===== src/rtl/neuron_pkg.sv =====
// Shared definitions for the neuron datapath: default Q-format, channel
// count matching the downstream summation stage, FSM encoding and the
// debug view of the weighted input stage.
package neuron_pkg;

    localparam int DEF_WIDTH = 32;
    localparam int DEF_FRAC  = 16;
    localparam int N_CH      = 4;
    localparam int CH_W      = $clog2(N_CH);

    // Saturation limits of the default Q16.16 format.
    localparam logic [DEF_WIDTH-1:0] SAT_POS = {1'b0, {(DEF_WIDTH-1){1'b1}}};
    localparam logic [DEF_WIDTH-1:0] SAT_NEG = {1'b1, {(DEF_WIDTH-1){1'b0}}};

    typedef enum logic [1:0] {
        S_IDLE = 2'd0,
        S_MUL  = 2'd1,
        S_FIX  = 2'd2,
        S_DONE = 2'd3
    } state_t;

    typedef struct packed {
        state_t          state;
        logic [CH_W-1:0] index;
        logic            mul_ready;
    } dbg_t;

endpackage


===== src/rtl/weighted_input_stage_if.sv =====
// Operand/result bundle of the weighted input stage.
// Handshake: start is taken only while the stage is idle (busy and done both
// low); a start seen while busy or during the done cycle is dropped, not
// queued. done is a single-cycle pulse; p0..p3 are valid from that cycle and
// hold until the next done pulse or reset.
interface weighted_input_stage_if #(
    parameter int WIDTH = neuron_pkg::DEF_WIDTH
);
    logic             start;
    logic [WIDTH-1:0] x0, x1, x2, x3;
    logic [WIDTH-1:0] w0, w1, w2, w3;
    logic [WIDTH-1:0] p0, p1, p2, p3;
    logic             busy;
    logic             done;

    modport master (
        output start, x0, x1, x2, x3, w0, w1, w2, w3,
        input  p0, p1, p2, p3, busy, done
    );

    modport slave (
        input  start, x0, x1, x2, x3, w0, w1, w2, w3,
        output p0, p1, p2, p3, busy, done
    );
endinterface


===== src/rtl/fixed_mul_iter.sv =====
// Signed fixed-point iterative multiplier: one shift-add step per cycle on
// sign/magnitude operands, followed by a combinational rescale and saturate.
// go loads a new operand pair; result is final WIDTH cycles after go.
module fixed_mul_iter
    import neuron_pkg::*;
#(
    parameter int WIDTH = DEF_WIDTH,
    parameter int FRAC  = DEF_FRAC
) (
    input  logic             clk,
    input  logic             reset,
    input  logic             go,
    input  logic [WIDTH-1:0] a,
    input  logic [WIDTH-1:0] b,
    output logic [WIDTH-1:0] result,
    output logic             ready
);

    localparam logic [WIDTH-1:0]   ONE_W     = WIDTH'(1);
    localparam logic [WIDTH-1:0]   MAX_POS   = {1'b0, {(WIDTH-1){1'b1}}};
    localparam logic [WIDTH-1:0]   MAX_NEG   = {1'b1, {(WIDTH-1){1'b0}}};
    // Largest magnitude that fits a positive result; anything above it
    // saturates, and for negative results it is exactly the ">= 2^(W-1)" test.
    localparam logic [2*WIDTH-1:0] MAG_LIMIT = {{(WIDTH+1){1'b0}}, {(WIDTH-1){1'b1}}};

    logic [2*WIDTH-1:0] acc;
    logic [2*WIDTH-1:0] mcand;
    logic [WIDTH-1:0]   mplier;
    logic               sign;
    logic [WIDTH-1:0]   a_mag;
    logic [WIDTH-1:0]   b_mag;
    logic [2*WIDTH-1:0] mag;
    logic [WIDTH-1:0]   mag_lo;

    // Unsigned magnitudes; the most negative value maps to 2^(WIDTH-1) exactly.
    always_comb begin
        a_mag = a[WIDTH-1] ? (~a + ONE_W) : a;
        b_mag = b[WIDTH-1] ? (~b + ONE_W) : b;
    end

    // Shift-add core, LSB of the multiplier first; idles once no bits remain.
    always_ff @(posedge clk) begin
        if (reset) begin
            acc    <= '0;
            mcand  <= '0;
            mplier <= '0;
            sign   <= 1'b0;
        end else if (go) begin
            acc    <= '0;
            mcand  <= {{WIDTH{1'b0}}, a_mag};
            mplier <= b_mag;
            sign   <= a[WIDTH-1] ^ b[WIDTH-1];
        end else if (mplier != '0) begin
            if (mplier[0]) begin
                acc <= acc + mcand;
            end
            mcand  <= mcand << 1;
            mplier <= mplier >> 1;
        end
    end

    // Rescale by truncating the magnitude, then saturate and reapply the sign.
    always_comb begin
        mag    = acc >> FRAC;
        mag_lo = mag[WIDTH-1:0];
        if (mag > MAG_LIMIT) begin
            result = sign ? MAX_NEG : MAX_POS;
        end else if (sign) begin
            result = ~mag_lo + ONE_W;
        end else begin
            result = mag_lo;
        end
    end

    assign ready = (mplier == '0);

endmodule


===== src/rtl/weighted_input_stage.sv =====
// Forms p_i = x_i * w_i for four channels with one shared iterative
// multiplier and hands all four products to the summation stage together.
module weighted_input_stage
    import neuron_pkg::*;
#(
    parameter int WIDTH = DEF_WIDTH,
    parameter int FRAC  = DEF_FRAC
) (
    input  logic                    clk,
    input  logic                    reset,
    weighted_input_stage_if.slave   bus,
    output dbg_t                    dbg
);

    localparam int                ITER_W = $clog2(WIDTH);
    localparam logic [ITER_W-1:0] LAST_IT = ITER_W'(WIDTH - 1);
    localparam logic [CH_W-1:0]   LAST_CH = CH_W'(N_CH - 1);

    state_t            state, next_state;
    logic [CH_W-1:0]   index, index_nxt;
    logic [ITER_W-1:0] iter;
    logic [WIDTH-1:0]  x_q [N_CH];
    logic [WIDTH-1:0]  w_q [N_CH];
    logic [WIDTH-1:0]  r_q [N_CH];
    logic [WIDTH-1:0]  p_q [N_CH];
    logic              mul_go;
    logic [WIDTH-1:0]  mul_a, mul_b, mul_result;
    logic              mul_ready;

    assign index_nxt = index + CH_W'(1);

    fixed_mul_iter #(.WIDTH(WIDTH), .FRAC(FRAC)) u_mul (
        .clk    (clk),
        .reset  (reset),
        .go     (mul_go),
        .a      (mul_a),
        .b      (mul_b),
        .result (mul_result),
        .ready  (mul_ready)
    );

    // State register.
    always_ff @(posedge clk) begin
        if (reset) begin
            state <= S_IDLE;
        end else begin
            state <= next_state;
        end
    end

    // Next state and multiplier launch; channel 0 takes the live inputs,
    // later channels take the operands latched at acceptance.
    always_comb begin
        next_state = state;
        mul_go     = 1'b0;
        mul_a      = bus.x0;
        mul_b      = bus.w0;
        case (state)
            S_IDLE: begin
                if (bus.start) begin
                    mul_go     = 1'b1;
                    next_state = S_MUL;
                end
            end
            S_MUL: begin
                if (iter == LAST_IT) begin
                    next_state = S_FIX;
                end
            end
            S_FIX: begin
                if (index == LAST_CH) begin
                    next_state = S_DONE;
                end else begin
                    mul_go     = 1'b1;
                    mul_a      = x_q[index_nxt];
                    mul_b      = w_q[index_nxt];
                    next_state = S_MUL;
                end
            end
            S_DONE: next_state = S_IDLE;
            default: next_state = S_IDLE;
        endcase
    end

    // Operand latch; only meaningful after acceptance, so no reset needed.
    always_ff @(posedge clk) begin
        if (state == S_IDLE && bus.start) begin
            x_q <= '{bus.x0, bus.x1, bus.x2, bus.x3};
            w_q <= '{bus.w0, bus.w1, bus.w2, bus.w3};
        end
    end

    // Channel sequencing and result capture; the output bank is loaded on the
    // edge into DONE so p0..p3 are valid in the done cycle itself.
    always_ff @(posedge clk) begin
        if (reset) begin
            index <= '0;
            iter  <= '0;
            for (int i = 0; i < N_CH; i++) begin
                r_q[i] <= '0;
                p_q[i] <= '0;
            end
        end else begin
            case (state)
                S_IDLE: begin
                    if (bus.start) begin
                        index <= '0;
                        iter  <= '0;
                    end
                end
                S_MUL: begin
                    iter <= (iter == LAST_IT) ? '0 : iter + ITER_W'(1);
                end
                S_FIX: begin
                    r_q[index] <= mul_result;
                    if (index == LAST_CH) begin
                        for (int i = 0; i < N_CH - 1; i++) begin
                            p_q[i] <= r_q[i];
                        end
                        p_q[N_CH-1] <= mul_result;
                    end else begin
                        index <= index_nxt;
                    end
                end
                S_DONE: index <= '0;
                default: index <= '0;
            endcase
        end
    end

    assign bus.p0   = p_q[0];
    assign bus.p1   = p_q[1];
    assign bus.p2   = p_q[2];
    assign bus.p3   = p_q[3];
    assign bus.busy = (state == S_MUL) || (state == S_FIX);
    assign bus.done = (state == S_DONE);

    assign dbg = '{state: state, index: index, mul_ready: mul_ready};

endmodule


===== src/flat_wrapper.sv =====
// flat-port wrapper written by rule: the top's interface ports become plain ports
module weighted_input_stage_flat import neuron_pkg::*;
#(
    parameter int WIDTH = DEF_WIDTH,
    parameter int FRAC  = DEF_FRAC
)
  (clk, reset, dbg, bus_start, bus_x0, bus_x1, bus_x2, bus_x3, bus_w0, bus_w1, bus_w2, bus_w3, bus_p0, bus_p1, bus_p2, bus_p3, bus_busy, bus_done);
  weighted_input_stage_if #(.WIDTH(WIDTH)) bus_i ();
  input  logic clk;
  input  logic reset;
  output dbg_t dbg;
  input wire logic [$bits(bus_i.start)-1:0] bus_start;
  input wire logic [$bits(bus_i.x0)-1:0] bus_x0;
  input wire logic [$bits(bus_i.x1)-1:0] bus_x1;
  input wire logic [$bits(bus_i.x2)-1:0] bus_x2;
  input wire logic [$bits(bus_i.x3)-1:0] bus_x3;
  input wire logic [$bits(bus_i.w0)-1:0] bus_w0;
  input wire logic [$bits(bus_i.w1)-1:0] bus_w1;
  input wire logic [$bits(bus_i.w2)-1:0] bus_w2;
  input wire logic [$bits(bus_i.w3)-1:0] bus_w3;
  output wire logic [$bits(bus_i.p0)-1:0] bus_p0;
  output wire logic [$bits(bus_i.p1)-1:0] bus_p1;
  output wire logic [$bits(bus_i.p2)-1:0] bus_p2;
  output wire logic [$bits(bus_i.p3)-1:0] bus_p3;
  output wire logic [$bits(bus_i.busy)-1:0] bus_busy;
  output wire logic [$bits(bus_i.done)-1:0] bus_done;
  assign bus_i.start = bus_start;
  assign bus_i.x0 = bus_x0;
  assign bus_i.x1 = bus_x1;
  assign bus_i.x2 = bus_x2;
  assign bus_i.x3 = bus_x3;
  assign bus_i.w0 = bus_w0;
  assign bus_i.w1 = bus_w1;
  assign bus_i.w2 = bus_w2;
  assign bus_i.w3 = bus_w3;
  assign bus_p0 = bus_i.p0;
  assign bus_p1 = bus_i.p1;
  assign bus_p2 = bus_i.p2;
  assign bus_p3 = bus_i.p3;
  assign bus_busy = bus_i.busy;
  assign bus_done = bus_i.done;
  weighted_input_stage #(.WIDTH(WIDTH), .FRAC(FRAC)) u_core (.clk(clk), .reset(reset), .bus(bus_i), .dbg(dbg));
endmodule

===== config.mk =====
export PLATFORM = sky130hd
export DESIGN_NAME = weighted_input_stage_flat
export DESIGN_NICKNAME = d
export VERILOG_FILES = /design/src/rtl/neuron_pkg.sv /design/src/rtl/weighted_input_stage_if.sv /design/src/rtl/fixed_mul_iter.sv /design/src/rtl/weighted_input_stage.sv /design/src/flat_wrapper.sv
export SDC_FILE = /design/constraint.sdc
export NUM_CORES = 1
export LEC_CHECK = 0
export CAP_MARGIN = 25
export CORE_MARGIN = 2
export CORE_UTILIZATION = 45
export CTS_CLUSTER_DIAMETER = 100
export CTS_CLUSTER_SIZE = 12
export DETAILED_ROUTE_END_ITERATION = 10
export PLACE_DENSITY = 0.66
export SYNTH_ARGS = -nofsm -noshare
export SYNTH_HDL_FRONTEND = slang
export SYNTH_SLANG_ARGS = --single-unit
export TNS_END_PERCENT = 30

===== constraint.sdc =====
create_clock -name clk -period 12.15 [get_ports clk]
set_clock_uncertainty 0.1 [all_clocks]
set_input_delay 2.43 -clock clk [delete_from_list [all_inputs] [get_ports clk]]
set_output_delay 2.43 -clock clk [all_outputs]
set_load 0.05 [all_outputs]

==> results, run 1 <==
- The first global-routing pass estimated about 120,000 microns of wire.
- The critical path's largest stage delay is 0.87 ns.
- The post-layout instance area is between 0.03 and 0.04 sq mm.
- The total of max-cap violations is 0.
- The critical path goes through buf_4, nor4_1, nand4_1, nor2_4, clkdlybuf4s50_1.
- The total half-perimeter wirelength after legalization and detailed placement is 58,200 microns.
- Of the synthesized area, sequential elements account for 0.578.
- The final weighted congestion in routability-driven placement is 0.902.
- The H-tree depth is 2.
- The number of antenna violations at the first check in global routing was 0.
- The critical path endpoint category is a primary output.
- In the detailed route, the total length drawn on met3 is 3770 microns.
- The overall via count from detail_route is between 20,000 and 25,000.
- The number of unique standard cell types used by synthesis is 85.
- After clock tree synthesis, the setup repair step added 0 buffers.
- The final layout contains 3,278 nets.
- Data arrives at the worst endpoint at 2.99 ns.
- The clock network latency to the later pin of the worst-skew pair is 0.66 ns.
- Sorting the synthesized cells by how often they occur yields edfxtp_1, nor2_1, a21oi_1.
- Sorting the synthesized cells by area gives the leading types as edfxtp_1, dfxtp_1, mux2i_1.
- The area overhead of the layout relative to synthesis is 20.9%.
- In this run the power density over the cells is ~180 mW/mm^2.
- The count of nets left with antenna violations once routing finished came out at 0.
- After detailed routing, the met2 layer carries 40,700 microns of wire.
- The count of input and output buffers is 393.
- The starting density of the core is 0.457.
- The worst setup timing slack at the placement stage is 6.10 ns.
- Of all cell types, the one taking the most synthesized area is edfxtp_1.
- The number of vias per cell after detailed routing is 5.67.
- The sum of buffers and inverters on the critical path is 2.
- The via count of the first global-routing pass is roughly 22,000.
- The hold buffer count at cts is 0.
- The top routing layer in use is met4.
- In the synthesized netlist the dominant register cell turns out to be edfxtp_1.
- The library cell contributing the largest single delay on the critical path is clkdlybuf4s50_1.
- Entering global routing, the biggest net connects around 140 pins.
- Setup violations remaining at the end of the flow were counted as 0.
- Along the worst path, the maximum fanout reaches 51.
- The minimum setup slack among reg-to-reg paths is roughly 7.4 ns.
- The most instantiated library cell after synthesis is edfxtp_1.
- The minimum setup slack in the final design is approximately 6.6 ns.
- The global router's overall resource usage is 0.222.
- The number of enable flip-flop cells after synthesis is 480.
- The CTS tree is done.
- Synthesis produced 2,612 cells.
- The maximum operating frequency is 0.181 GHz.
- For this run, the detailed router's first-pass iteration total came to 7.
- Counting flops with an async set or reset pin after synthesis yields a share of 0.
- Total power for the finished layout comes to around 6.5 mW.
- Counting flops and latches in the post-synthesis netlist gives 650.
- The min-delay analysis places its worst path in the category reg2reg.
- For this block, the initial DRC count from the detailed router was 1,586.
- Of the post-synthesis cell area, the dominant cell type holds 0.467.
- The worst-case IR drop observed on VDD is 0.162 mV.
- Setup repair after global routing left no endpoint under its margin.
- The kind of cell with the highest combined delay along the critical path is buffers and inverters.
- The mean instance size in the synthesized netlist is 11.8 sq um.
- The class of the most critical setup path is reg2out.
- The repair_antennas step left the layout with diodes totalling 0.
- The worst path needs about 5.5 ns of the cycle, external delays included.
- The share of the clock period used by the worst path after layout is 0.454.
- From bottom edge to top edge, the die measures 266 microns.
- The run finished with clean final reports.
- The clock-pin slew on the worst setup and hold paths is 0.06 ns.
- At the worst endpoint, the required time is between 9 and 10 ns.
- The number of I/O pins is 394.
- In this run the standard cell core region covers ~0.068 sq mm.
- The final-report hold violation count came to 0.
- The netlist area before placement is slightly above 0.03 sq mm.
- The row count is between 90 and 100.
- For this block, wires on met1 add up to 33,700 microns.
- At the pin with the least slew margin, the transition time is 1.01 ns.
- The total number of yosys warnings is 0.
- Counting every sink on the clock net gives 650.
- In this run the static leakage power is approximately 13 nW.
- The fraction of final layout cells sized beyond drive strength 1 is 0.0648.
- Gates resized during post-CTS repair numbered 0.
- The post-synth net total is between 2,000 and 3,000.
- After detailed routing, the number of remaining DRC violations is 0.
- In this run the tightest slew margin relative to its limit is 0.319.
- The final-layout setup total negative slack is 0 ns.
- After detailed routing, the total wire length is around 80,000 microns.
- STA classifies the critical path startpoint as a flip-flop.
- Clock tree synthesis selected as its root buffer the cell clkbuf_16.
- The number of max-slew violations in the final report is 0.
- The die covers 0.0707 sq mm.
- Once layout is complete, the utilization of the core stands at 0.552.
- For this run the aggregate overflow at the end of global routing stands at 0.
- The die width is ~270 microns.
- The number of clock buffers inserted by TritonCTS is 60.
- The wire length per cell after detailed routing is 20.7 microns.
- Counting along the longest clock path gives a buffer depth of 3.
- Once placement finished, the instance area stood at between 0.03 and 0.04 sq mm.
==> power breakdown <==
| part | internal, mW | leakage, nW | total (mW) | switching (mW) |
|---|---|---|---|---|
| clock network | 0.946 | 0.841 | 1.76 | 0.817 |
| logic | 0.650 | 6.00 | 1.87 | 1.22 |
| registers | 2.75 | 6.14 | 2.90 | 0.152 |
| total | 4.34 | 13.0 | 6.53 | 2.19 |
==> placed cells by master (no fill, tap or decap), types with 8 or more instances in the layout <==
cell             count
mux2i_1            146
edfxtp_1           480
inv_1               31
xor2_1              38
nand2_1            188
buf_4               28
nand3_1             27
o21ai_0             90
nor2_1             324
or4_1                8
o21bai_1            16
clkbuf_1            46
nor2b_1             12
nor4_1              25
dfxtp_1            168
or3_1               31
a211oi_1            37
xnor2_1             62
a21oi_1            190
and3_1              18
ha_1                73
a21o_1              39
nand2b_1            17
mux4_2              48
o21a_1               8
nor3_1              43
clkbuf_16           61
o211ai_1            13
and2_1             113
clkdlybuf4s50_1    392
o31ai_1              8
nand4_1             23
a31oi_1             29
o22ai_1             36
mux4_1              16
==> registers in the layout, indices dropped and copies added, names as in the netlist <==
signal,flops
u_core.u_mul.acc,64
u_core.r_q,96
u_core.index,2
u_core.iter,5
u_core.p_q,128
u_core.u_mul.sign,1
u_core.state,2
u_core.u_mul.mplier,32
u_core.w_q,128
u_core.u_mul.mcand,64
u_core.x_q,128
==> final cells by class <==
cell class / count / area [sq um]
multi-input cells: 1777 / 12300
flip-flops and latches: 650 / 17800
repair buffers: 422 / 4170
clock inverters: 4 / 78.8
fillers: 5564 / 30200
well taps: 873 / 1090
clock buffers: 107 / 1700
inverters: 33 / 131
==> cells by family (layout without fill, tap and decap cells) <==
kind of cell               count (synthesis)  after routing  share of synthesized area
DFF                                      650            650                      0.578
AOI/OAI and AO/OA                        524            524                      0.107
muxes                                    212            212                     0.0968
and+or+nand+nor                          866            866                      0.134
buffers and inverters                    185            566                     0.0253
xor gates and xnor gates                 100            100                     0.0284
adders and majority gates                 75             75                     0.0307
==> per-layer routing <==
metal / vias to the layer above / track usage
met5: - / 0
met4: 0 / 0.0551
met3: 104 / 0.0262
met2: 660 / 0.390
met1: 10800 / 0.293
li1: 10300 / -
==> metrics by stage <==
stage          std cells  hold slack [ns]
5_1_grt             3866            0.369
3_3_place_gp        3754            0.341
3_5_place_dp        3754            0.343
6_report            3866            0.352
2_1_floorplan       2612            0.332
4_1_cts             3865            0.351
==> worst reg2reg max path, stage by stage (launching register included) <==
cell and delay (ns):
dfxtp_4 0.53, buf_4 0.46, buf_4 0.69, mux4_1 0.73, or4_1 0.57, a22oi_2 0.24
nand2_1 0.12, or2_1 0.32, nor3_2 0.36, a21oi_1 0.16, xnor2_1 0.19, nand2_1 0.08
a21oi_1 0.17
==> worst paths after layout <==
| check | start | endpoint | cells past startpoint |
|---|---|---|---|
| hold reg to reg | u_core.u_mul.mplier[13] | u_core.u_mul.mplier[12] | 2 |
| setup reg to reg | u_core.index[0] | u_core.u_mul.mplier[25] | 12 |
| hold / removal | u_core.u_mul.mplier[13] | u_core.u_mul.mplier[12] | 2 |
| setup / recovery | u_core.u_mul.mplier[0] | dbg[0] | 5 |
Power figures use the tool's default switching activity.
==> inputs of run 2 (changes only) <==
Clock period 12.15 ns to 5.5 ns, I/O delays scaled along.
==> results, run 2 (same netlist as run 1, synthesis figures left out) <==
- The run finished with clean final reports.
- The row count is 95 (unchanged).
- The hold buffer count at cts was 0 (unchanged).
- The highest ir drop seen on vdd is 0.290 mV (+80%).
- The cell depth of the worst min-delay path is 2 (unchanged).
- The number of clock buffers inserted by TritonCTS is 60 (unchanged).
- Counting I/O delays and the setup requirement, the final critical path takes 4.45 ns.
- The post-layout instance area is 0.0373 sq mm (about the same).
- The floorplan die height is 266 microns (unchanged).
- The leakage power of the design is 13.0 nW (about the same).
- The power share of the sequential group was 0.440 (-0.004).
- The met1 usage in global routing is 0.294 (+0.00116).
- The sum of buffers and inverters on the critical path is 2 (unchanged).
- The clock network latency to the later pin of the worst-skew pair was 0.65 ns (about the same).
- The number of instances resized during post-cts repair came to 0 (unchanged).
- The largest registers in the layout are u_core.p_q (128), u_core.w_q (128), u_core.x_q (128).
- The overall via count from detail_route came to 21,800 (-0.70%).
- The first-pass GRT wire length is 124,000 microns (+0.42%).
- The switching portion of total power is 0.337 (+0.00211).
- The standard cell area after detailed placement was 0.0356 sq mm (+0.22%).
- The data arrival at the endpoint of the critical path is 3.25 ns (+0.26 ns).
- The area overhead of the layout relative to synthesis was 21.0% (about the same).
- The number of max-slew violations in the final report is 0 (unchanged).
- The final cell count without fillers is 3,865 (-0.026%).
- The global-route congestion overflow total is 0 (unchanged).
- The switching power total is 4.88 mW (+120%).
- The sum of internal, switching and leakage power is 14.5 mW (+120%).
- The net total in the final layout is 3,280 (+0.061%).
- The internal portion of total power is 9.59 mW (+120%).
- STA classifies the critical path startpoint as a flip-flop.
- The clock sink count is 650 (unchanged).
- The class of the tightest hold or removal check is reg2reg.
- The final-layout setup total negative slack came to 0 ns (unchanged).
- The total half-perimeter wirelength after legalization and detailed placement is 59,300 microns (+1.8%).
- The global router's overall resource usage came to 0.224 (+0.00230).
- In the finished design, the share of the clock period the worst path needs comes to 0.808.
- The wire length per cell after detailed routing is 20.9 microns (+1.3%).
- The commonest non-fill, non-tap cell in the layout is edfxtp_1.
- After global routing, the most crowded layer is met2.
- The final-report hold violation count was 0 (unchanged).
- The combinational share of power is 0.293 (+0.007).
- Setup repair after global routing left no endpoint under its margin.
- The class of the most critical setup path is reg2out.
- The H-tree depth is 2 (unchanged).
- The via count of the first global-routing pass is 21,500 (-0.34%).
- The maximum operating frequency is about 0.22 GHz.
- The total placed cells including tap cells is 3,757 (+0.080%).
- The number of buffers on the longest clock path came to 3 (unchanged).
- The signal on the critical path passes through nor4_1, nand4_1, nor2_4, buf_4, clkdlybuf4s50_1.
- The critical-path maximum fanout was 25 (-51%).
- The worst setup path is captured at a primary output.
- The maximum number of pins on one net before global-route repair is 160 (+15%).
- The slowest stage of the critical path is the clkdlybuf4s50_1 cell.
- The clock-pin slew on the worst setup and hold paths was 0.07 ns (about the same).
- On the critical path the largest part of the delay comes from buffers and inverters.
- The number of nets with antenna violations after routing is 0 (unchanged).
- The number of DRC violations after detailed-routing iteration 0 is 1,616 (+1.9%).
- The final weighted congestion in routability-driven placement is 0.896 (-0.73%).
- The number of setup buffers added after CTS is 0 (unchanged).
- The worst slack on hold paths is 0.346 ns (-0.00581 ns).
- The top cell types in the final layout, fill and taps aside, are edfxtp_1, clkdlybuf4s50_1, nor2_1, a21oi_1, nand2_1.
- The filler cell count in the final layout is 5,563 (-0.018%).
- The portion of total power attributed to the clock network is 0.267 (-0.003).
- The critical path's largest stage delay is 0.92 ns (+0.05 ns).
- The power density relative to cell area is 388 mW/mm^2 (+120%).
- The full die area is 0.0707 sq mm (unchanged).
- The sum of routed wire length over all layers is 80,900 microns (+1.3%).
- The total setup violations reported at the end of the flow is 0 (unchanged).
- The tree is rooted in a clkbuf_16.
- The slew at the pin closest to its max-slew limit is 0.996 ns (-0.0176 ns).
- The number of vias per cell after detailed routing came to 5.64 (-0.67%).
- The number of I/O pins is 394 (unchanged).
- The die width is 266 microns (unchanged).
- The count of input and output buffers is 393 (unchanged).
- The required time of the worst setup path is 4.30 ns (-5.32 ns).
- The met3 global-route usage came to 0.0314 (+0.00518).
- The total of max-cap violations is 0 (unchanged).
- The normalized max-slew margin came to 0.336 (+0.0174).
- The number of remaining DRC errors is 0 (unchanged).
- The number of antenna violations at the first check in global routing was 1 (+1).
- The worst reg2reg path depth is 12 (unchanged).
- The cell count along the critical path was 5 (unchanged).
- The floorplan core area was 0.0675 sq mm (unchanged).
- The starting density of the core is 0.457 (unchanged).
- The fraction of final layout cells sized beyond drive strength 1 is 0.0655 (+0.000712).
- TritonCTS built the clock tree.
- The met2 track demand over resource is 0.388 (-0.00205).
- The detailed-router iteration count before antenna repair is 5 (-2).
-- run 2: cell count changes in the layout (fill, tap and decap cells not counted), sizes merged --
cell	delta
buf	+2
clkbuf	-4
clkinv	+1
diode	+1
inv	-1
-- run 2: cell type report --
class | instances | area (sq um) | area share
Sequential cell | 650 | 17800 | 0.477
Antenna cell | 1 | 2.50 | 0.0000670
Tap cell | 873 | 1090 | 0.0293
Multi-Input combinational cell | 1777 | 12300 | 0.330
Clock buffer | 103 | 1670 | 0.0448
Inverter | 33 | 136 | 0.00365
Clock inverter | 4 | 88.8 | 0.00238
Timing Repair Buffer | 424 | 4210 | 0.113
-- run 2: final timing paths --
kind / start / endpoint / slack (ns)
worst min register to register: u_core.u_mul.mplier[21] / u_core.u_mul.mplier[20] / 0.35
worst max register to register: u_core.state[0] / u_core.u_mul.mplier[25] / 1.13
worst min-delay path: u_core.u_mul.mplier[21] / u_core.u_mul.mplier[20] / 0.35
worst max-delay path: u_core.u_mul.mplier[31] / dbg[0] / 1.05
-- run 2: worst register-to-register path, delay by kind of cell, from the launching register on --
family          cells  cell delay, ns
simple gates        4            1.61
buf+inv             2            0.67
flops               1            0.37
xor+xnor            1            0.23
compound gates      3            0.56
mux                 1            0.51
fa+ha+maj           1            0.26
-- run 2: per-stage QoR --
stage | setup WS, ns | utilization
6_report | 1.05 | 0.553
3_5_place_dp | 1.18 | 0.527
3_3_place_gp | 1.21 | 0.527
2_1_floorplan | 0.150 | -
5_1_grt | 0.892 | 0.553
4_1_cts | 0.905 | 0.553
-- run 2: metal layers --
layer  vias to the layer above  wire length, microns
li1                      10400                     -
met5                         -                     0
met4                         0                  2180
met1                     10600                 34000
met3                       110                  4180
met2                       674                 40600
-- run 2: power by group through the flow --
stage / logic, mW / clock network, mW / registers, mW
floorplan: 2.79 / 0 / 6.52
global placement: 4.15 / 0 / 6.44
detailed placement: 4.21 / 0 / 6.48
CTS: 4.23 / 3.94 / 6.37
global route: 4.60 / 4.11 / 6.44
finish: 4.24 / 3.86 / 6.37
==> inputs of run 3 (changes only) <==
Settings changed: PLACE_DENSITY 0.66 to 0.69.
Clock period 5.5 ns to 4 ns, I/O delays scaled along.
==> results, run 3 (same netlist as run 1, synthesis figures left out) <==
- The run finished with clean final reports.
- The detailed-router iteration count before antenna repair is 5 (unchanged).
- STA classifies the critical path endpoint as a flip-flop.
- The H-tree depth came to 2 (unchanged).
- The number of antenna violations at the first check in global routing is 1 (unchanged).
- The slew at the pin closest to its max-slew limit is 1.15 ns (+0.149 ns).
- The row count is 95 (unchanged).
- The total placed cells including tap cells was 3,785 (+0.75%).
- TritonCTS built the clock tree.
- The number of remaining DRC errors is 0 (unchanged).
- The clock sink count is 650 (unchanged).
- The highest ir drop seen on vdd is 0.452 mV (+56%).
- The die width is 266 microns (unchanged).
- The sum of routed wire length over all layers is 80,500 microns (-0.50%).
- The launching point of the worst reg2reg path is u_core.u_mul.mcand[1].
- The clock network latency to the later pin of the worst-skew pair was 0.65 ns (about the same).
- The start point of the critical path is u_core.u_mul.mcand[1].
- The antenna cell count is 0 (-1).
- The final cell count without fillers is 3,901 (+0.93%).
- The number of instances resized during post-cts repair is 0 (unchanged).
- Compared with the post-synthesis result, the final layout area differs by 22.0%.
- The via count of the first global-routing pass is 21,500 (+0.074%).
- The total of max-cap violations came to 0 (unchanged).
- The startpoint identified for the worst hold timing path is u_core.u_mul.mplier[27].
- The number of vias per cell after detailed routing is 5.60 (-0.62%).
- The number of I/O pins came to 394 (unchanged).
- The normalized max-slew margin is 0.236 (-0.0996).
- The total half-perimeter wirelength after legalization and detailed placement came to 59,400 microns (+0.31%).
- The first-pass GRT wire length is 123,000 microns (-0.83%).
- The required time of the worst setup path is 4.39 ns (+0.09 ns).
- Based on the critical path, the design can be clocked at up to 0.267 GHz.
- The overall via count from detail_route came to 21,900 (+0.31%).
- The clock-pin slew on the worst setup and hold paths is 0.07 ns (about the same).
- STA classifies the critical path startpoint as a flip-flop.
- The data arrival at the endpoint of the critical path was 4.13 ns (+0.88 ns).
- The cell count along the critical path is 13 (+8).
- The global-route congestion overflow total is 0 (unchanged).
- The power density relative to cell area is 530 mW/mm^2 (+37%).
- In the final layout, the registers with the most flip-flops are u_core.p_q (128), u_core.w_q (128), u_core.x_q (128).
- The fraction of final layout cells sized beyond drive strength 1 is 0.0763 (+0.0108).
- The floorplan die height is 266 microns (unchanged).
- The final-layout setup total negative slack came to 0 ns (unchanged).
- The wire length per cell after detailed routing was 20.6 microns (-1.4%).
- The starting density of the core is 0.457 (unchanged).
- The hold buffer count at cts is 0 (unchanged).
- The cell depth of the worst min-delay path is 2 (unchanged).
- The standard cell area after detailed placement is 0.0358 sq mm (+0.75%).
- The number of max-slew violations in the final report was 0 (unchanged).
- The total setup violations reported at the end of the flow is 0 (unchanged).
- The worst path needs around 3.7 ns of the cycle, external delays included.
- The worst setup timing slack at the placement stage is 0.248 ns (-0.935 ns).
- The class of the most critical setup path is reg2reg.
- The minimum setup slack in the final design is 0.258 ns (-0.797 ns).
- CTS placed an instance of clkbuf_16 at the clock tree root.
- The number of DRC violations after detailed-routing iteration 0 came to 1,619 (+0.19%).
- The leakage power of the design is 13.2 nW (+1.4%).
- The class of the tightest hold or removal check is reg2reg.
- The library cell contributing the largest single delay on the critical path is o41ai_1.
- The critical-path maximum fanout is 4 (-84%).
- The global router's overall resource usage came to 0.223 (-0.00137).
- The final-report hold violation count is 0 (unchanged).
- The critical path's largest stage delay was 0.62 ns (-0.30 ns).
- On the critical path the largest part of the delay comes from compound AO/OA/AOI/OAI gates.
- The commonest non-fill, non-tap cell in the layout is edfxtp_1.
- The number of setup buffers added after CTS is 0 (unchanged).
- The worst reg2reg path depth is 13 (+1).
- The worst slack on hold paths came to 0.357 ns (+0.0116 ns).
- The library cells used most frequently in the layout, excluding fill and tap cells, are edfxtp_1, clkdlybuf4s50_1, nor2_1, a21oi_1, nand2_1.
- The final weighted congestion in routability-driven placement came to 0.893 (-0.33%).
- Setup repair after global routing left no endpoint under its margin.
- The sum of buffers and inverters on the critical path is 2 (unchanged).
- The net total in the final layout came to 3,313 (+1.0%).
- The maximum number of pins on one net before global-route repair is 199 (+24%).
- The floorplan core area was 0.0675 sq mm (unchanged).
- The number of buffers on the longest clock path is 3 (unchanged).
- The count of input and output buffers came to 393 (unchanged).
- The number of nets with antenna violations after routing is 0 (unchanged).
- The full die area is 0.0707 sq mm (unchanged).
- Dividing the final minimum period by the clock period gives 0.936.
- The number of clock buffers inserted by TritonCTS was 60 (unchanged).
- The post-layout instance area is 0.0376 sq mm (+0.80%).
- Walking the worst path, the cells encountered are ha_1, a211oi_1, o21bai_1, and4_1, o41ai_1, a2111oi_0, buf_4, o21ai_0, buf_4, o31ai_1, a21boi_0, xor2_1, o21ai_0.
run 3: stage by stage:
step	power [mW]	utilization
2_1_floorplan	12.8	-
3_3_place_gp	14.6	0.531
3_5_place_dp	14.7	0.531
4_1_cts	20.1	0.557
5_1_grt	20.9	0.557
6_report	20.0	0.557
run 3: path summary, 6_finish.rpt:
check,endpoint,slack [ns]
worst max register to register,u_core.u_mul.acc[59],0.26
worst max-delay path,u_core.u_mul.acc[59],0.26
worst min register to register,u_core.u_mul.mplier[26],0.36
worst min-delay path,u_core.u_mul.mplier[26],0.36
run 3: worst min-delay path: stages, from the launching register on:
cell	delay (ns)
dfxtp_1	0.32
nand2_1	0.06
a21oi_1	0.05
run 3: layout make-up:
class / count / area (sq um)
clock buffers: 107 / 1700
clock inverters: 4 / 60.1
fillers: 5554 / 29900
inverters: 33 / 136
multi-input cells: 1777 / 12300
flip-flops and latches: 650 / 17800
well taps: 873 / 1090
repair buffers: 457 / 4510
run 3: where the power goes:
group          internal (mW)  leakage (nW)  switching [mW]  total, mW
registers               8.35          6.14           0.470       8.82
logic                   2.09          6.20            3.74       5.83
clock network           2.86         0.832            2.45       5.31
run 3: layer usage:
layer / track usage / routed length [microns]
met5: 0 / 13
met4: 0.0650 / 2170
met3: 0.0296 / 4090
met2: 0.395 / 41300
met1: 0.286 / 32900
==> RTL change 1, RTL diff (flow settings as in run 3) <==
`DEF_WIDTH`: 32 -> 16.
--- a/src/rtl/neuron_pkg.sv
+++ b/src/rtl/neuron_pkg.sv
@@ -3,7 +3,7 @@
 // debug view of the weighted input stage.
 package neuron_pkg;
 
-    localparam int DEF_WIDTH = 32;
+    localparam int DEF_WIDTH = 16;
     localparam int DEF_FRAC  = 16;
     localparam int N_CH      = 4;
     localparam int CH_W      = $clog2(N_CH);
Ports: changed (12 resized); port bits go from 394 to 202. The function was not compared with the original's and may differ.
==> RTL change 1 against run 3 <==
- die area fell by 50%
- power is 50% lower
- count of clock-buffer cells in the layout decreased by 52
- setup slack better by 0.40 ns
- sequential cell count down 321
- critical endpoint is now u_core.u_mul.mcand[10]$_SDFFE_PP0P_
- final area shrank 51%
- sequential share of layout area grew 0.95 points
- routed wire length decreased by 58%
- synthesized area decreased by 51%
- cell count down 51%
==> RTL change 1: results (changes against run 3) <==
* Status: finished, final reports clean
* Largest net degree at the start of global routing at 129 (-35%)
* Fillers at 2,859 (-49%)
* Via/cell ratio at 5.44 (-3.0%)
* Drt wl/cell at 17.4 µm (-16%)
* Top flop regs: u_core.p_q x64, u_core.w_q x64, u_core.x_q x64
* Crit Path Max Fanout at 15 (+11)
* Initial antenna violation count at 0 (-1)
* Asr flop ratio synth at 0 (unchanged)
* Sequential share of the synthesized area at 0.592 (+0.0142)
* Worst path slowest cell: ha_1
* Setup bufs post-CTS at 0 (unchanged)
* R2r setup slk at 0.65 ns (+0.40 ns)
* Worst Reg-to-Reg Cells at 10 (-3)
* Synth cell types at 69 (-19%)
* Worst-margin pin slew at 0.837 ns (-0.308 ns)
* Worst r2r dst: u_core.u_mul.mcand[10]$_SDFFE_PP0P_
* Initial drt markers at 739 (-54%)
* Synthesized area per cell at 12.0 µm² (+1.5%)
* Internal power at 6.80 mW (-49%)
* Htree depth at 1 (-1)
* CP delay by family, top: simple AND/OR/NAND/NOR gates
* Hold_sp: u_core.u_mul.mplier[12]$_SDFFE_PP0P_
* Post-synth net total at 1,440 (-51%)
* First-pass GRT wire length at 54,100 µm (-56%)
* Worst r2r src: u_core.index[1]$_SDFFE_PP0P_
* Synth area leaders: edfxtp_1 (47%), dfxtp_1 (12%), mux4_2 (3.9%)
* Arr. time, crit path at 3.74 ns (-0.39 ns)
* HPWL Detailed at 24,000 µm (-60%)
* Max VDD drop at 0.000426 V (-5.8%)
* Placed Cells at 1,868 (-51%)
* CP max stage delay at 0.74 ns (+0.12 ns)
* Hold endpoint: u_core.u_mul.mplier[11]$_SDFFE_PP0P_
* Nets at 1,626 (-51%)
* Global-route usage over all layers at 0.189 (-0.0343)
* Placer Congestion at 0.858 (-3.9%)
* Post-synth EDFFs at 240 (-50%)
* Final WL at 33,500 µm (-58%)
* Port Buffers at 201 (-49%)
* Layout cells sized above 1 at 0.0731 (-0.00317)
## RTL change 1: layout make-up
class,count,area [µm²],share of cell area
sequential,329,8990,0.483
multi-input combinational,846,5840,0.314
timing repair buffer,224,2240,0.121
clock buffer,55,866,0.0465
tap,448,561,0.0301
inverter,21,78.8,0.00424
clock inverter,2,28.8,0.00155
## RTL change 1: cell families (layout without fill, tap and decap cells)
| logic type | Yosys count | count (layout) | share of synthesized area |
|---|---|---|---|
| mux | 87 | 87 | 0.0853 |
| fa+ha+maj | 42 | 42 | 0.0351 |
| buf+inv | 92 | 302 | 0.0252 |
| compound gates | 239 | 239 | 0.0978 |
| simple gates | 428 | 428 | 0.136 |
| xor+xnor | 50 | 50 | 0.0288 |
| flops | 329 | 329 | 0.592 |
## RTL change 1: worst reg2reg max path: cells and delay by family, from the launching register on
kind,cells,cell delay (ns)
DFF,1,0.35
and+or+nand+nor,4,0.84
AOI/OAI and AO/OA,3,0.66
muxes,1,0.42
adders and majority gates,1,0.75
xor gates and xnor gates,1,0.17
## RTL change 1: worst max-delay path by stage
stage,endpoint,cells past startpoint
6_report,u_core.u_mul.mcand[10]$_SDFFE_PP0P_,10
5_1_grt,u_core.u_mul.mplier[11]$_SDFFE_PP0P_,10
4_1_cts,dbg[1],2
2_1_floorplan,u_core.u_mul.acc[10]$_SDFFE_PP0P_,8
3_3_place_gp,u_core.u_mul.mcand[10]$_SDFFE_PP0P_,10
3_5_place_dp,u_core.u_mul.mcand[10]$_SDFFE_PP0P_,10
## RTL change 1: power groups by stage
stage	Clock (mW)	Combinational, mW	Sequential (mW)
3_5_place_dp	0	2.79	4.58
5_1_grt	2.89	3.06	4.56
4_1_cts	2.77	2.80	4.51
3_3_place_gp	0	2.75	4.56
6_report	2.69	2.78	4.50
2_1_floorplan	0	1.91	4.60
## RTL change 1: through the flow
stage	worst slack, ns	hold slack [ns]	instance area (µm²)	util
after global routing	0.490	0.385	18600	0.558
final	0.653	0.355	18600	0.558
after global placement	0.708	0.339	17700	0.531
after detailed placement	0.631	0.345	17700	0.531
after floorplan	0.117	0.325	15200	-
after CTS	0.624	0.354	18600	0.558
## RTL change 1: metal layers
metal,vias up,share of wire,global-route usage
met5,-,0,0
met4,0,0.021,0.0454
met3,50,0.064,0.0322
met2,340,0.49,0.333
met1,5039,0.42,0.243
li1,5034,-,-
==> RTL change 2, RTL diff (flow settings as in run 3) <==
Without the edit above. Put a register stage on the output `dbg`. The value now appears one clock later. The other outputs are not delayed to match.
--- a/src/rtl/weighted_input_stage.sv
+++ b/src/rtl/weighted_input_stage.sv
@@ -135,7 +135,9 @@
     assign bus.busy = (state == S_MUL) || (state == S_FIX);
     assign bus.done = (state == S_DONE);
 
-    assign dbg = '{state: state, index: index, mul_ready: mul_ready};
+    always_ff @(posedge clk) begin
+        dbg <= '{state: state, index: index, mul_ready: mul_ready};
+    end
 
 endmodule
 
Function: changed (Yosys sat finds a counterexample within 4 cycles, from zero or initial values and one cycle with reset high).
==> RTL change 2 against run 3 <==
- die area down 1.5%
- sequential power about the same
- setup slack better by 0.050 ns
- routed wire length down 5.3%
- power down 4.0%
- synthesized area down 1.5%
- combinational power down 14%
- final area down 1.1%
- sequential cell count up 5
- critical endpoint is now u_core.u_mul.mplier[30]$_SDFFE_PP0P_
==> RTL change 2: results (changes against run 3) <==
* Critical path endpoint: u_core.u_mul.mplier[30]$_SDFFE_PP0P_
* LEAKAGE at 13.1 nW (-0.19%)
* Post-Place Setup Slack at 0.231 ns (-0.0168 ns)
* Arr. time, crit path at 4.16 ns (+0.03 ns)
* Hold_sp: u_core.state[1]$_SDFFE_PP0P_
* Worst slew margin at 0.298 (+0.0614)
* Global-route usage over all layers at 0.214 (-0.00907)
* Post-synth net total at 2,849 (-3.3%)
* HPWL Detailed at 55,300 µm (-7.0%)
* Worst r2r src: u_core.state[0]$_SDFFE_PP0P_
* Nets at 3,234 (-2.4%)
* Sequential share of the synthesized area at 0.590 (+0.0120)
* Multiplexer area fraction after synthesis at 0.0966 (-0.000181)
* Vias in the first global route at 21,500 (-0.26%)
* F_max at 271 MHz (+1.4%)
* Hold WS at 0.303 ns (-0.0546 ns)
* Initial drt markers at 1,700 (+5.0%)
* Hold endpoint: u_core.dbg[4]$_DFF_P_
* CP delay by family, top: simple AND/OR/NAND/NOR gates
* Worst path slowest cell: dfxtp_1
* Status: finished, final reports clean
* Top post-synthesis cells by count: edfxtp_1 (480), nor2_1 (315), dfxtp_1 (175)
* Adder-Cell Fraction of Synth Area at 0.0311 (+0.000465)
* Compound-Gate Fraction of Synth Area at 0.102 (-0.00468)
* Synth cell types at 84 (-1.2%)
* XOR/XNOR Fraction of Synth Area at 0.0291 (+0.000718)
* Mapped Cells at 2,515 (-3.7%)
* Placer Congestion at 0.901 (+0.93%)
* Post-Layout Cell Count at 3,821 (-2.1%)
-- RTL change 2: changes by cell type in the layout (fill, tap and decap cells not counted), sizes merged, moves of 5 or more --
cell           run 3  this run
a211oi            39        30
a21oi            190       172
and3              18        23
dfxtp            170       175
nand2            188       146
nor2             328       317
o211ai            14         8
or3               34        29
xnor2             62        54
xor2              38        47
-- RTL change 2: power breakdown --
group	switching [mW]	internal, mW	total (mW)
Combinational	3.17	1.87	5.04
Clock	2.46	2.83	5.30
Sequential	0.441	8.39	8.83
-- RTL change 2: final cells by class --
cell class,count,area [µm²]
multi-input combinational,1699,11900
timing repair buffer,455,4460
clock inverter,4,60.1
inverter,29,113
fill,5545,29800
sequential,655,17900
tap,873,1090
clock buffer,106,1680
-- RTL change 2: logic make-up (layout without fill, tap and decap cells) --
family | Yosys count | in the layout
simple gates | 808 | 808
compound gates | 503 | 503
buf+inv | 161 | 594
xor+xnor | 101 | 101
flops | 655 | 655
mux | 212 | 212
fa+ha+maj | 75 | 75
-- RTL change 2: per-layer routing --
metal  part of all wire  track usage  up-vias
met4              0.023       0.0570        2
li1                   -            -    10100
met1               0.42        0.277    10500
met5            0.00017            0        -
met2               0.50        0.375      687
met3              0.055       0.0323      116
-- RTL change 2: worst register-to-register path: cells and delay by family, from the launching register on --
| family | cells | cell delay (ns) |
|---|---|---|
| multiplexers | 1 | 0.38 |
| XOR/XNOR | 1 | 0.21 |
| buffers and inverters | 2 | 0.47 |
| AND/OR/NAND/NOR | 4 | 0.91 |
| adder cells (fa/ha/maj) | 2 | 0.50 |
| AO/OA/AOI/OAI | 3 | 0.70 |
| flip-flops | 1 | 0.37 |
-- RTL change 2: through the flow --
step	area (µm²)	setup TNS, ns
floorplan	30400	-487.91
global placement	35500	0
detailed placement	35500	0
CTS	37200	0
global route	37200	0
finish	37200	0
